[config.mk]
export PLATFORM = sky130hd
export DESIGN_NAME = uart_crc_frame_tx
export DESIGN_NICKNAME = d
export VERILOG_FILES = /design/src/rtl/uart_crc_frame_tx_pkg.sv /design/src/rtl/uart_crc_frame_tx_byte_fifo.sv /design/src/rtl/uart_crc_frame_tx.sv
export SDC_FILE = /design/constraint.sdc
export NUM_CORES = 1
export LEC_CHECK = 0
export CAP_MARGIN = 40
export CORE_MARGIN = 5
export CORE_UTILIZATION = 61
export DETAILED_ROUTE_END_ITERATION = 10
export GPL_TIMING_DRIVEN = 1
export PLACE_DENSITY = 0.8
export SLEW_MARGIN = 10
export SYNTH_ARGS = -nofsm -noshare
export SYNTH_HDL_FRONTEND = slang
export SYNTH_HIERARCHICAL = 1
export SYNTH_SLANG_ARGS = --single-unit
[constraint.sdc]
create_clock -name clk -period 3.9 [get_ports clk]
set_input_delay 0.78 -clock clk [delete_from_list [all_inputs] [get_ports clk]]
set_output_delay 0.78 -clock clk [all_outputs]
set_load 0.05 [all_outputs]
[src/rtl/uart_crc_frame_tx_pkg.sv]
// Shared constants for the UART CRC8 frame transmitter: FSM state encoding,
// CRC8 polynomial/seed and the byte-wise CRC8 update function.
package uart_crc_pkg;

  localparam logic [2:0] ST_IDLE     = 3'd0;
  localparam logic [2:0] ST_LOAD     = 3'd1;
  localparam logic [2:0] ST_START    = 3'd2;
  localparam logic [2:0] ST_DATA     = 3'd3;
  localparam logic [2:0] ST_STOP     = 3'd4;
  localparam logic [2:0] ST_CRC_LOAD = 3'd5;
  localparam logic [2:0] ST_DONE     = 3'd6;

  localparam logic [7:0] CRC_POLY = 8'h07;
  localparam logic [7:0] CRC_INIT = 8'h00;

  // MSB-first CRC8, no reflection, no final XOR
  function automatic logic [7:0] crc8_next(input logic [7:0] crc, input logic [7:0] data_byte);
    logic [7:0] c;
    c = crc ^ data_byte;
    for (int i = 0; i < 8; i++) begin
      if (c[7]) begin
        c = {c[6:0], 1'b0} ^ CRC_POLY;
      end else begin
        c = {c[6:0], 1'b0};
      end
    end
    return c;
  endfunction

endpackage

[src/rtl/uart_crc_frame_tx_byte_fifo.sv]
// Synchronous byte FIFO with 2**DEPTH_LOG2 entries; count carries one extra
// bit so a full FIFO is distinguishable from an empty one.
module byte_fifo #(
  parameter int DEPTH_LOG2 = 4
) (
  input  logic                  clk,
  input  logic                  reset,
  input  logic                  push,
  input  logic                  pop,
  input  logic [7:0]            wr_data,
  output logic [7:0]            rd_data,
  output logic                  full,
  output logic                  empty,
  output logic [DEPTH_LOG2:0]   count
);

  localparam int DEPTH = 1 << DEPTH_LOG2;
  localparam logic [DEPTH_LOG2-1:0] PTR_ONE = (DEPTH_LOG2)'(1);
  localparam logic [DEPTH_LOG2:0]   CNT_ONE = (DEPTH_LOG2 + 1)'(1);

  logic [7:0]            mem_r [DEPTH];
  logic [DEPTH_LOG2-1:0] wr_ptr_r;
  logic [DEPTH_LOG2-1:0] rd_ptr_r;
  logic [DEPTH_LOG2:0]   count_r;
  logic                  push_s;
  logic                  pop_s;

  assign full    = count_r[DEPTH_LOG2];
  assign empty   = (count_r == '0);
  assign count   = count_r;
  assign rd_data = mem_r[rd_ptr_r];
  assign push_s  = push & ~full;
  assign pop_s   = pop & ~empty;

  // Storage array write port
  always_ff @(posedge clk) begin
    if (push_s) begin
      mem_r[wr_ptr_r] <= wr_data;
    end
  end

  // Pointer and occupancy bookkeeping; pointers wrap naturally
  always_ff @(posedge clk) begin
    if (reset) begin
      wr_ptr_r <= '0;
      rd_ptr_r <= '0;
      count_r  <= '0;
    end else begin
      if (push_s) begin
        wr_ptr_r <= wr_ptr_r + PTR_ONE;
      end
      if (pop_s) begin
        rd_ptr_r <= rd_ptr_r + PTR_ONE;
      end
      case ({push_s, pop_s})
        2'b10:   count_r <= count_r + CNT_ONE;
        2'b01:   count_r <= count_r - CNT_ONE;
        default: count_r <= count_r;
      endcase
    end
  end

endmodule

[src/rtl/uart_crc_frame_tx.sv]
// Buffers bytes and, on a send strobe, transmits them as 8N1 UART followed
// by one CRC8 byte computed over the data bytes.
module uart_crc_frame_tx
  import uart_crc_pkg::*;
#(
  parameter int CLKS_PER_BIT = 5208,
  parameter int DEPTH_LOG2   = 4
) (
  input  logic                  clk,
  input  logic                  reset,
  input  logic [7:0]            i_8_data,
  input  logic                  i_push,
  input  logic                  i_send,
  output logic                  o_tx,
  output logic                  o_busy,
  output logic                  o_full,
  output logic [DEPTH_LOG2:0]   o_count,
  output logic                  o_drop,
  output logic                  o_done,
  output logic [7:0]            o_8_crc8
);

  localparam int CW = (CLKS_PER_BIT > 2) ? $clog2(CLKS_PER_BIT) : 1;
  localparam logic [CW-1:0] CNT_MAX = CW'(CLKS_PER_BIT - 1);
  localparam logic [CW-1:0] CNT_ONE = CW'(1);

  logic [2:0]          state_r;
  logic [CW-1:0]       clk_cnt_r;
  logic [2:0]          bit_cnt_r;
  logic [7:0]          shift_r;
  logic [7:0]          crc_r;
  logic                crc_pass_r;
  logic                tx_r;
  logic                busy_r;
  logic                done_r;
  logic                drop_r;

  logic                push_ok_s;
  logic                pop_s;
  logic                bit_end_s;
  logic                fifo_full_s;
  logic                fifo_empty_s;
  logic [7:0]          fifo_head_s;
  logic [DEPTH_LOG2:0] fifo_count_s;

  assign push_ok_s = i_push & (state_r == ST_IDLE) & ~fifo_full_s;
  assign pop_s     = (state_r == ST_LOAD);
  assign bit_end_s = (clk_cnt_r == CNT_MAX);

  byte_fifo #(.DEPTH_LOG2(DEPTH_LOG2)) u_fifo (
    .clk     (clk),
    .reset   (reset),
    .push    (push_ok_s),
    .pop     (pop_s),
    .wr_data (i_8_data),
    .rd_data (fifo_head_s),
    .full    (fifo_full_s),
    .empty   (fifo_empty_s),
    .count   (fifo_count_s)
  );

  assign o_tx     = tx_r;
  assign o_busy   = busy_r;
  assign o_full   = fifo_full_s;
  assign o_count  = fifo_count_s;
  assign o_drop   = drop_r;
  assign o_done   = done_r;
  assign o_8_crc8 = crc_r;

  // Frame sequencer, bit timer and shifter; tx is registered one state ahead
  always_ff @(posedge clk) begin
    if (reset) begin
      state_r    <= ST_IDLE;
      clk_cnt_r  <= '0;
      bit_cnt_r  <= 3'd0;
      shift_r    <= 8'h00;
      crc_r      <= CRC_INIT;
      crc_pass_r <= 1'b0;
      tx_r       <= 1'b1;
      busy_r     <= 1'b0;
      done_r     <= 1'b0;
      drop_r     <= 1'b0;
    end else begin
      drop_r <= drop_r | (i_push & ~push_ok_s);
      done_r <= 1'b0;
      case (state_r)
        ST_IDLE: begin
          // a coincident push makes an otherwise empty send valid
          if (i_send && (!fifo_empty_s || push_ok_s)) begin
            state_r <= ST_LOAD;
            busy_r  <= 1'b1;
            crc_r   <= CRC_INIT;
          end
        end
        ST_LOAD: begin
          shift_r   <= fifo_head_s;
          crc_r     <= crc8_next(crc_r, fifo_head_s);
          tx_r      <= 1'b0;
          clk_cnt_r <= '0;
          state_r   <= ST_START;
        end
        ST_START: begin
          if (bit_end_s) begin
            clk_cnt_r <= '0;
            bit_cnt_r <= 3'd0;
            tx_r      <= shift_r[0];
            state_r   <= ST_DATA;
          end else begin
            clk_cnt_r <= clk_cnt_r + CNT_ONE;
          end
        end
        ST_DATA: begin
          if (bit_end_s) begin
            clk_cnt_r <= '0;
            if (bit_cnt_r == 3'd7) begin
              tx_r    <= 1'b1;
              state_r <= ST_STOP;
            end else begin
              bit_cnt_r <= bit_cnt_r + 3'd1;
              shift_r   <= {1'b0, shift_r[7:1]};
              tx_r      <= shift_r[1];
            end
          end else begin
            clk_cnt_r <= clk_cnt_r + CNT_ONE;
          end
        end
        ST_STOP: begin
          if (bit_end_s) begin
            clk_cnt_r <= '0;
            if (crc_pass_r) begin
              state_r <= ST_DONE;
              done_r  <= 1'b1;
            end else if (!fifo_empty_s) begin
              state_r <= ST_LOAD;
            end else begin
              state_r <= ST_CRC_LOAD;
            end
          end else begin
            clk_cnt_r <= clk_cnt_r + CNT_ONE;
          end
        end
        ST_CRC_LOAD: begin
          shift_r    <= crc_r;
          crc_pass_r <= 1'b1;
          tx_r       <= 1'b0;
          clk_cnt_r  <= '0;
          state_r    <= ST_START;
        end
        ST_DONE: begin
          busy_r     <= 1'b0;
          crc_pass_r <= 1'b0;
          state_r    <= ST_IDLE;
        end
        default: begin
          state_r    <= ST_IDLE;
          busy_r     <= 1'b0;
          crc_pass_r <= 1'b0;
          tx_r       <= 1'b1;
        end
      endcase
    end
  end

endmodule

# --- Yosys cells after proc, flatten, opt, wreduce, memory -nomap -nowiden ---
# Memories as Yosys holds them, arrays and structs flattened. A register that Yosys moved wholly into a read port is not among the register bits.
# Cells that the tools add are included.
word_totals:
  inputBits: 12
  regBits: 53
  ram_bits: 128
  memories: 1
memory_table:
  columns: ["memory", "words", "width", "read_ports", "rd_ports_with_merged_regs", "wr", "line", "text"]
  rows:
  - ["u_fifo.mem_r", 16, 8, 1, 1, 1, "uart_crc_frame_tx_byte_fifo.sv:21", "logic [7:0] mem_r [DEPTH];"]
classes:
  n_mux: 54
  n_addsub: 6
  bitwise: 22
  n_eq_ne: 16
  reduce_logical: 22
op_table:
  columns: ["op", "count"]
  rows:
  - ["$mux W8", 17]
  - ["$mux W3", 18]
  - ["$pmux W13 S2", 1]
  - ["$not A3 Y3", 8]
  - ["$pmux W8 S3", 1]
  - ["$pmux W8 S2", 1]
  - ["$pmux W3 S5", 1]
  - ["$add A13 B1 Y13 const B", 1]
  - ["$eq A13 B13 Y1 const B", 1]
  - ["$mux W13", 1]
  - ["$eq A3 B3 Y1 const B", 4]
  - ["$ne A2 B2 Y1 const B", 5]
  - ["$pmux W5 S2", 1]
  - ["$reduce_or A5 Y1", 2]
  - ["$reduce_or A3 Y1", 3]
  - ["$add A4 B1 Y4 const B", 2]
  - ["$mux W4", 2]
  - ["$reduce_bool A2 Y1", 4]
  - ["$xor A8 B8 Y8", 1]
  - ["$mux W1", 7]
  - ["$not A1 Y1", 7]
  - ["$eq A3 B2 Y1 const B", 2]
  - ["$pmux W3 S2", 1]
  - ["$reduce_and A3 Y1", 2]
  - ["21 further kinds", 27]

# --- Longest topological paths before layout ---
depth:
  depth_word: 32
  ltp_mapped: 15
  depth_no_buf: 13

# --- Modules after synthesis ---
# Netlist, hierarchy kept.
by_module_without_submodules:
  columns: ["mod", "area_each_um2", "cells_per_inst", "n_inst"]
  rows:
  - ["byte_fifo", 5738.0, 294, 1]
  - ["uart_crc_frame_tx", 2324.7, 273, 1]

# --- Worst setup path after synthesis ---
# OpenSTA, ideal clock, no wires.
synth_path:
  path_kind: "reg-to-reg"
  from: "reg u_fifo.count_r[1] (netlist: u_fifo/count[1])"
  to: "reg u_fifo.count_r[4] (netlist: u_fifo/count[4])"
  n_path_buf: 2
  arrival_ns: 3.186
  slack_ns: 0.644
  stages_incl_launch_ff: 13
  setup_time_ns: 0.071
  cell_sequence: "dfxtp_1 -> buf_2 -> or4_1 -> o21a_1 -> ha_1 -> buf_2 -> xor2_1 -> ha_1 -> a21bo_2 -> a41oi_1 -> a311oi_1 -> or4_1 -> a21oi_1"
synth_via:
  elab_chain_cells: 5
  word_cells_on_any_way: 9
  cone_classes: "add/sub (2); eq/ne (2); mux (1); bitwise (2); reduce/logical (2)"
synth_lines:
  columns: ["element", "line", "text"]
  rows:
  - ["start, declared", "uart_crc_frame_tx_byte_fifo.sv:24", "logic [DEPTH_LOG2:0] count_r;"]
  - ["start signal, assigned", "uart_crc_frame_tx_byte_fifo.sv:56", "2'b10: count_r <= count_r + CNT_ONE;"]
  - ["start signal, assigned", "uart_crc_frame_tx_byte_fifo.sv:57", "2'b01: count_r <= count_r - CNT_ONE;"]
  - ["start signal, assigned", "uart_crc_frame_tx_byte_fifo.sv:58", "default: count_r <= count_r;"]
  - ["$logic_not A5 Y1 (*)", "uart_crc_frame_tx_byte_fifo.sv:29", "assign empty = (count_r == '0);"]
  - ["$not A1 Y1 (*)", "uart_crc_frame_tx_byte_fifo.sv:33", "assign pop_s = pop & ~empty;"]
  - ["$and A1 B1 Y1 (*)", "uart_crc_frame_tx_byte_fifo.sv:33", null]
  - ["named net u_fifo.pop_s", "uart_crc_frame_tx_byte_fifo.sv:26", "logic pop_s;"]
  - ["$eq A2 B1 Y1 / $eq A2 B2 Y1 (equally long branches)", "uart_crc_frame_tx_byte_fifo.sv:55", "case ({push_s, pop_s})"]
  - ["$pmux W5 S2 / $reduce_bool A2 Y1 (equally long branches)", null, null]
# The timed path passes the listed nets; every way through them passes the cells marked *.
# A chain may end at the register's enable or synchronous reset.

# --- Worst setup path in the final report ---
layout_path:
  from: "reg state_r[2]"
  to: "reg u_fifo.count_r[4] (netlist: u_fifo/count[4])"
layout_via:
  word_cells_on_any_way: 10
  cone_classes: "eq/ne (3); mux (1); bitwise (4); reduce/logical (2)"
layout_lines:
  columns: ["element", "line", "text"]
  rows:
  - ["start, declared", "uart_crc_frame_tx.sv:27", "logic [2:0] state_r;"]
  - ["start signal, assigned", "uart_crc_frame_tx.sv:73", "state_r <= ST_IDLE;"]
  - ["start signal, assigned", "uart_crc_frame_tx.sv:90", "state_r <= ST_LOAD;"]
  - ["start signal, assigned", "uart_crc_frame_tx.sv:100", "state_r <= ST_START;"]
  - ["$eq A3 B1 Y1 (*)", "uart_crc_frame_tx.sv:47", "assign pop_s = (state_r == ST_LOAD);"]
  - ["named net pop_s", "uart_crc_frame_tx.sv:39", "logic pop_s;"]
  - ["$and A1 B1 Y1 (*)", "uart_crc_frame_tx_byte_fifo.sv:33", null]
  - ["named net u_fifo.pop_s", "uart_crc_frame_tx_byte_fifo.sv:26", null]
  - ["$eq A2 B1 Y1 / $eq A2 B2 Y1 (equally long branches)", "uart_crc_frame_tx_byte_fifo.sv:55", null]
  - ["$pmux W5 S2 / $reduce_bool A2 Y1 (equally long branches)", null, null]
# Marks and branches as above.

==> metrics.cfg <==
[cts]
clkSinkCount = 185
cts.hold.buffers_added = 0
cts_resized = 0
clock_latency_ps = 430
clk_pin_slew_ps = 80
cts_made_buffers = 17
cts_root_buffer = clkbuf_16
cts_tree = yes
clockBufferDepth = 2
htree_levels = 4
post_cts_buffers = 0

[timing]
hold_viol_final = 0
drv_slew = 0
setup_tns_ps = 0
rsz0062_at_grt = no
setup_viol = 0
worst_pin_slew_ps = 886
layout_min_cycle_time_ps = 3260
slew_headroom_pct = 40.7
worst_slack_ps = 642
period_share_pct = 83.5
holdWs_ps = 460
clock.fmax_mhz = 307
fin_worst_skew_ps = 9.83

[routing]
routed_wl_um = 16900
drc_errors = 0
drt_iter0_drc = 802
vias = 4979
ant_nets = 0
firstDrtPassIters = 6
vias_per_cell = 6.31
wl_per_cell_um = 21.5

[setup_path]
cp-start-kind = flip-flop
cp_slowest_cell = or4_1
rr_startpoint = state_r[2]
crit_path_max_incr_delay_ps = 480
critPathMaxFanout = 30
worstSetupStartpoint = state_r[2]
arrival_ps = 3620
end_kind = flip-flop
path_cells = buf_4, nor2_1, and2_1, o21a_1, ha_1, ha_1, a21bo_2, a41oi_1, a311oi_1, or4_1, a21oi_1
crit_top_cell = ha_1
worstSetupPathType = flip-flop to flip-flop
required_ps = 4260

[synthesis]
async_reset_ff_share_pct = 0
syn-cell-area_um2 = 8060
syn-num-nets = 590
synth_ff_type = edfxtp_1
synth_cells = 567
yosys_warnings = 6
synth_seq_cells = 185
ys_seq_area_share_pct = 61.8
synth_edf_count = 128
yosysUniqueCellTypes = 69
syn_avg_cell_area_um2 = 14.2

[layout]
fin_cells = 789
mostFrequentLayoutCells = edfxtp_1 (128), dfxtp_1 (56), nor2_1 (54), mux4_2 (40), nand2_1 (34)
multi_input_area_um2 = 2890
drive_gt1_share_pct = 17.1
antenna_cells = 0
nets = 623
syn2layout_area_growth_pct = 14.1
final-seq-area_um2 = 4990
fill_cells = 824
finish.utilization_pct = 70.3
final_common_cell = edfxtp_1

[min_path]
min_path_type = flip-flop to flip-flop
worstHoldStart = shift_r[3]

[floorplanning]
rows = 42
ios = 30
core_area_um2 = 13100
start_util_pct = 61.6
die-area_um2 = 15600
dieWidth_um = 125
die_h_um = 125

[pwr]
p_sw_share_pct = 34.9
peakVddDrop_mv = 0.586
combPwrFrac_pct = 33.0
clkPwrFrac_pct = 28.4
power.switching_w = 0.00217
leakagePower_nw = 3.04
p_per_area_nw_per_um2 = 675
p_int_w = 0.00404
seq_power_share_pct = 38.7

[placement]
place_ws_ps = 296
placed_cells = 757
finalWeightedCongestion = 0.814
port_buffers = 29
hpwlAfterDp_um = 10800

[global_routing]
grt_max_degree = 37
antenna_found_initial = 0
grt_overflow_total = 0
first_global_vias = 4827
grt_usage_pct = 22.6
grt_pass1_wl_um = 27000

[run]
drv_cap = 0

[outcome]
status = finished, final reports clean

-- state kept, by name, indices dropped and copies added (netlist names), 4 cells and up, named ones only --
name,flops
u_fifo/rd_ptr_r,4
u_fifo/wr_ptr_r,4
shift_r,8
o_8_crc8,8
u_fifo/mem_r,128
u_fifo/count,5
clk_cnt_r,13
-- routing by layer --
layer / global-route usage [%] / wire length [um] / part of all wire, %
met5: 0 / 0 / 0
met4: 6.51 / 329 / 1.9
met3: 6.01 / 963 / 5.7
met2: 37.8 / 8660 / 51
met1: 29.3 / 6980 / 41
-- through the flow --
stage | total power [W] | area (um2)
after global placement | 0.00439 | 8570
after detailed placement | 0.00445 | 8570
final | 0.00621 | 9200
after global routing | 0.00653 | 9200
after floorplan | 0.00400 | 8060
after CTS | 0.00624 | 9200
-- cells by family after synthesis --
family          synth area share (%)
fa+ha+maj                       1.71
mux                             11.4
buf+inv                         2.30
flops                           61.8
simple gates                    9.40
compound gates                  8.91
xor+xnor                        4.44
-- area by class of cell --
cell class / instances / share of cell area [%]
clock buffer: 17 / 4.62
clock inverter: 15 / 2.22
inverter: 5 / 0.231
multi-input combinational: 342 / 31.4
sequential: 185 / 54.2
tap: 176 / 2.39
timing repair buffer: 49 / 4.92
-- cells in the mapped netlist (2+ instances only) --
master    number  share of area (%)
a211o_1        8               0.87
a21o_1         3               0.28
a21oi_1       23                1.4
a22o_1         5               0.54
a311oi_1       2               0.22
a31oi_1        8               0.62
a32oi_1        2               0.22
and2_1         2               0.16
and3_1         2               0.16
buf_1          8               0.37
buf_2          5               0.31
buf_4          5               0.47
clkbuf_1      16               0.74
dfxtp_1       57                 14
edfxtp_1     128                 48
ha_1          11                1.7
inv_1          4               0.19
mux2i_1        2               0.25
mux4_2        40                 11
nand2_1       34                1.6
nand2b_1       7               0.54
nand3_1        5               0.31
nand3b_1       3               0.28
nand4_1        6               0.47
nor2_1        54                2.5
nor2b_1        8               0.62
nor3_1         7               0.43
nor4_1         2               0.16
o21ai_0       12               0.74
o21ba_2        2               0.25
o22a_1         7               0.76
o22ai_1       16                1.2
or3_1          4               0.31
or4_1          2               0.19
xnor2_1       22                2.4
xnor3_1        2               0.56
xor2_1        11                1.2
-- path summary, 6_finish.rpt --
kind	to	slack, ps	cells past startpoint
hold / removal	shift_r[3]	460	2
hold reg to reg	shift_r[3]	460	2
setup / recovery	u_fifo/count[4]	640	11
setup reg to reg	u_fifo/count[4]	640	11
-- power groups by stage --
stage	Combinational (W)	Sequential (W)	Clock, W
6_report	0.00205	0.00240	0.00176
5_1_grt	0.00221	0.00243	0.00190
4_1_cts	0.00204	0.00240	0.00179
3_5_place_dp	0.00201	0.00244	0
3_3_place_gp	0.00196	0.00243	0
2_1_floorplan	0.00142	0.00258	0
-- critical path: cells and delay by family (launching register included) --
| kind | cells | cell delay [ps] |
|---|---|---|
| AOI/OAI and AO/OA | 5 | 940 |
| adders and majority gates | 2 | 720 |
| buffers and inverters | 1 | 220 |
| DFF | 1 | 330 |
| and+or+nand+nor | 3 | 990 |
No activity file was read; power rests on OpenSTA's default activity.
